===== src/rtl/loop_activity_monitor.sv =====
// Passive profiler for an HLS module and one pipelined loop: saturating invocation, latency,
// iteration, in-flight and stall counters, frozen by a sticky finish. Optional min/max latency: LOOP_MON_LATENCY_EN.
module loop_activity_monitor #(
  parameter int STATE_W = 8,
  parameter int CNT_W   = 32
) (
  input  logic               clock,
  input  logic               reset,
  input  logic               ap_start,
  input  logic               ap_ready,
  input  logic               ap_done,
  input  logic               ap_continue,
  input  logic [STATE_W-1:0] cur_state,
  input  logic [STATE_W-1:0] iter_start_state,
  input  logic [STATE_W-1:0] iter_end_state,
  input  logic               iter_start_block,
  input  logic               iter_end_block,
  input  logic               iter_start_enable,
  input  logic               iter_end_enable,
  input  logic               loop_start,
  input  logic               loop_done,
  input  logic               finish,
  output logic               busy,
  output logic               frozen,
  output logic [CNT_W-1:0]   start_cnt,
  output logic [CNT_W-1:0]   done_cnt,
  output logic [CNT_W-1:0]   last_latency,
  output logic [CNT_W-1:0]   iter_start_cnt,
  output logic [CNT_W-1:0]   iter_end_cnt,
  output logic [CNT_W-1:0]   max_inflight,
  output logic [CNT_W-1:0]   stall_cnt,
  output logic [CNT_W-1:0]   min_latency,
  output logic [CNT_W-1:0]   max_latency
);

  typedef enum logic {IDLE, BUSY} state_t;

  state_t             state;
  logic [CNT_W-1:0]   timer;
  logic [CNT_W-1:0]   inflight;
  logic [CNT_W-1:0]   infl_nxt;
  logic [CNT_W-1:0]   lat_now;
  logic               loop_active;
  logic               issue, retire, stall;
  logic               done_ev, start_ev, complete;

  // Handshake readiness does not affect the invocation FSM.
  logic unused_ready;
  assign unused_ready = ap_ready;

  function automatic logic [CNT_W-1:0] sat_inc(input logic [CNT_W-1:0] v);
    return (&v) ? v : v + CNT_W'(1);
  endfunction

  assign issue  = (cur_state == iter_start_state) && iter_start_enable && !iter_start_block;
  assign retire = (cur_state == iter_end_state) && iter_end_enable && !iter_end_block;
  assign stall  = loop_active && (cur_state == iter_start_state) && iter_start_block;

  assign done_ev  = ap_done && ap_continue;
  assign complete = done_ev && ((state == BUSY) || ap_start);
  assign start_ev = ap_start && ((state == IDLE) || done_ev);
  // Latency includes the done cycle; a start-and-done in one idle cycle is latency 1.
  assign lat_now  = (state == BUSY) ? sat_inc(timer) : CNT_W'(1);
  assign busy     = (state == BUSY);

  always_comb begin
    infl_nxt = inflight;
    if (issue && !retire)
      infl_nxt = sat_inc(inflight);
    else if (retire && !issue && (inflight != '0))
      infl_nxt = inflight - CNT_W'(1);
  end

  always_ff @(posedge clock) begin
    if (reset) begin
      state          <= IDLE;
      frozen         <= 1'b0;
      loop_active    <= 1'b0;
      timer          <= '0;
      inflight       <= '0;
      start_cnt      <= '0;
      done_cnt       <= '0;
      last_latency   <= '0;
      iter_start_cnt <= '0;
      iter_end_cnt   <= '0;
      max_inflight   <= '0;
      stall_cnt      <= '0;
    end else begin
      if (finish)
        frozen <= 1'b1;
      loop_active <= (loop_active || loop_start) && !loop_done;

      case (state)
        IDLE:    if (ap_start && !done_ev) state <= BUSY;
        BUSY:    if (done_ev && !ap_start) state <= IDLE;
        default: state <= IDLE;
      endcase

      // frozen is the registered flag, so events in the finish cycle still count.
      if (!frozen) begin
        if (start_ev)
          timer <= CNT_W'(1);
        else if (state == BUSY)
          timer <= sat_inc(timer);

        if (start_ev) start_cnt <= sat_inc(start_cnt);
        if (complete) begin
          done_cnt     <= sat_inc(done_cnt);
          last_latency <= lat_now;
        end

        if (issue)  iter_start_cnt <= sat_inc(iter_start_cnt);
        if (retire) iter_end_cnt   <= sat_inc(iter_end_cnt);
        if (stall)  stall_cnt      <= sat_inc(stall_cnt);

        inflight <= infl_nxt;
        if (infl_nxt > max_inflight)
          max_inflight <= infl_nxt;
      end
    end
  end

`ifdef LOOP_MON_LATENCY_EN
  always_ff @(posedge clock) begin
    if (reset) begin
      min_latency <= '0;
      max_latency <= '0;
    end else if (complete && !frozen) begin
      // done_cnt is still zero on the first completion, so seed the minimum from it.
      if ((done_cnt == '0) || (lat_now < min_latency))
        min_latency <= lat_now;
      if (lat_now > max_latency)
        max_latency <= lat_now;
    end
  end
`else
  assign min_latency = '0;
  assign max_latency = '0;
`endif

endmodule


===== config.mk =====
export PLATFORM = sky130hd
export DESIGN_NAME = loop_activity_monitor
export DESIGN_NICKNAME = d
export VERILOG_FILES = /design/src/rtl/loop_activity_monitor.sv
export SDC_FILE = /design/constraint.sdc
export NUM_CORES = 1
export LEC_CHECK = 0
export CAP_MARGIN = 10
export CORE_ASPECT_RATIO = 0.75
export CORE_MARGIN = 10
export CORE_UTILIZATION = 52
export DETAILED_ROUTE_END_ITERATION = 10
export HOLD_SLACK_MARGIN = 0.12
export PLACE_DENSITY = 0.78
export SKIP_CTS_REPAIR_TIMING = 1
export SYNTH_ARGS = -nofsm -noshare
export SYNTH_HDL_FRONTEND = slang
export SYNTH_SLANG_ARGS = --single-unit

===== constraint.sdc =====
create_clock -name clock -period 6.1 [get_ports clock]
set_input_delay 1.22 -clock clock [delete_from_list [all_inputs] [get_ports clock]]
set_output_delay 1.22 -clock clock [all_outputs]
set_load 0.01 [all_outputs]

==> flow_summary.yaml <==
status:
  status: "complete, no violations"
grt:
  grt_util_all_layers_pct: 23.62
  grt.overflow.total: 0
  grt_pass1_wl_um: 77320
  grt_pass1_vias: 14290
  grt_max_degree: 202
  antenna_found_initial: 0
synthesis:
  syn_inst: 1993
  yosys.area.top_type: "dfxtp_1"
  ys_top_cells_by_area: "dfxtp_1 (36%), xnor2_1 (5.7%), xor2_1 (5.2%), nor2_1 (4.7%), o21ai_0 (3.4%)"
  synthMuxAreaShare_pct: 0.5035
  synth_common_cells: "dfxtp_1 (291), nor2_1 (202), nand2_1 (129)"
  synth_seq_area_share_pct: 36.07
  synth.avg_cell_area_um2: 8.104
  synthSimpleGateAreaFrac_pct: 28.45
  synth_edf_count: 0
  ys_ff_latch: 291
  synthAdderAreaFrac_pct: 3.099
  ys.flop_type: "dfxtp_1"
  synth_compound_area_share_pct: 13.10
  netlist_area_mm2: 0.01615
  synth_warnings: 0
  synth_top_family_by_area: "simple AND/OR/NAND/NOR gates"
  async_flop_share_pct: 0
  synth_cell_types: 77
  synth_xor_area_share_pct: 10.95
  synth_top_cell_area_share_pct: 36.07
  synthMostInstantiatedCell: "dfxtp_1"
pwr:
  p_sw_mw: 1.088
  power_mw: 4.268
  pwr-share-clk_pct: 46.1
  power_density_mw_per_mm2: 210.9
  p_sw_share_pct: 25.51
  intPower_mw: 3.179
  ir_drop_uv: 225.5
  pwr-share-seq_pct: 45.1
  p_leak_nw: 7.083
  combPwrFrac_pct: 8.8
timing:
  maxSlewViolCount: 0
  fmax_mhz: 172.2
  period_needed_ps: 5808
  final.period_utilization_pct: 95.21
  fin_skew_ps: 9.941
  worst_pin_slew_ps: 1096
  timing.final.ws_setup_ps: 292.1
  hold_violations: 0
  rsz0062_at_grt: "no"
  max-slew-margin-rel_pct: 26.69
  setup_viol: 0
  setup_tns_ps: 0
final_layout:
  layout-drive-gt1-share_pct: 7.625
  post-route-util_pct: 66.52
  final_nets: 2322
  areaGrowthSynthToFinish_pct: 25.28
floorplanning:
  die_w_um: 223.5
  std_cell_rows: 55
  die-area_mm2: 0.03858
  core_mm2: 0.03042
  die_height_um: 172.6
  start_util_pct: 53.10
  ioPinCount: 327
critical_path:
  worst_setup_path_end_kind: "flip-flop"
  cp_max_fo: 19
  worst-setup-path-type: "in -> reg"
  worst_ep_required_time_ps: 6550
  cp-start-kind: "input port"
  arrival_ps: 6260
route:
  vias: 15450
  firstDrtPassIters: 5
  drc: 0
  wl_per_cell_um: 18.28
  viasPerCell: 5.787
  drt-total-wl_um: 48790
  ant_nets: 0
  drtIter0Drc: 1552
place:
  hpwl_um: 35450
  globalplace.congestion: 0.9522
  port_buffers: 261
  dp_slack_ps: -233.6
clock_tree:
  h-tree-depth: 1
  clk_latency_ps: 570
  cts_sinks: 291
  clkTransAtPathRegs_ps: 60
  cts-root-buf: "clkbuf_16"
  cts_buffers: 30
  cts_tree: "built"
  cts_max_path_buffers: 3
min_path:
  hp-class: "reg -> reg"
flow_run:
  drv_cap: 0
==> cell type report <==
cell class | count | area (µm²)
Fill cell | 2549 | 10180
Multi-Input combinational cell | 1502 | 9339
Sequential cell | 291 | 5827
Timing Repair Buffer | 331 | 3167
Clock buffer | 34 | 807.0
Tap cell | 399 | 499.2
Inverter | 89 | 334.1
Clock inverter | 22 | 259.0
Antenna cell | 1 | 2.502
==> layout by cell type, fill, tap and decap left out, drive strengths merged, types with 16 or more instances in the layout <==
cell	synthesis	layout
a21o	16	16
a21oi	103	103
and2	17	17
and3	42	42
and4	36	36
buf	82	70
clkbuf	92	35
clkdlybuf4s50	0	260
conb	1	64
dfxtp	291	291
ha	40	40
inv	89	90
nand2	129	129
nand3	90	90
nand4	81	81
nor2	202	202
nor3	69	69
nor4	55	55
o21ai	112	112
o22ai	20	20
or3	73	73
or4	16	16
xnor2	106	106
xor2	96	96
==> path summary, 6_finish.rpt <==
path / from / end / slack [ps] / cells after the start
max: cur_state[3] / max_inflight[6] / 290 / 20
min: last_latency[16] / last_latency[16] / 450 / 2
max reg2reg: inflight[24] / max_inflight[6] / 870 / 18
min reg2reg: last_latency[16] / last_latency[16] / 450 / 2
==> layer usage <==
layer	part of all wire [%]	vias up	GRT usage [%]
li1	-	7482	-
met1	43	7367	30.85
met2	46	526	37.08
met3	9.0	71	7.550
met4	2.2	0	5.395
met5	0	-	0
==> state kept, by name, summed over array words and instances, names as in the netlist <==
register / flops
iter_end_cnt: 32
done_cnt: 32
inflight: 32
iter_start_cnt: 32
start_cnt: 32
timer: 32
frozen: 1
stall_cnt: 32
last_latency: 32
busy: 1
max_inflight: 32
loop_active: 1
==> through the flow <==
| step | cells | hold slack, ps | cell area (µm²) |
|---|---|---|---|
| finish | 2669 | 454.1 | 20230 |
| global route | 2668 | 483.0 | 20230 |
| CTS | 2668 | 458.6 | 20210 |
| detailed placement | 2612 | 443.7 | 19140 |
| global placement | 2612 | 433.4 | 19140 |
| floorplan | 2056 | 449.4 | 16390 |
==> worst max-delay path, stage by stage <==
cell	delay (ps)
clkdlybuf4s50_1	580
buf_4	170
xnor2_1	110
nand4_1	240
buf_4	230
nor3_2	330
buf_4	260
nand4_1	280
a22oi_1	300
xor2_1	270
ha_1	310
and3_1	170
a221oi_1	250
o21ai_0	170
a221oi_1	420
buf_4	190
a31oi_2	120
nor2b_1	200
buf_12	190
a22o_1	240
==> power by group through the flow <==
stage	clock network (mW)	logic [mW]	registers (mW)
floorplan	0	0.238	1.97
global placement	0	0.355	1.97
detailed placement	0	0.365	1.97
CTS	2.00	0.366	1.93
global route	2.08	0.408	1.93
finish	1.97	0.376	1.93
==> kinds of logic (layout without fill, tap and decap cells) <==
logic type	count (synthesis)	after routing
AOI/OAI and AO/OA	341	341
xor gates and xnor gates	202	202
adders and majority gates	40	40
buffers and inverters	263	476
DFF	291	291
muxes	8	8
other	1	65
and+or+nand+nor	847	847
No activity file was read; power rests on OpenSTA's default activity.
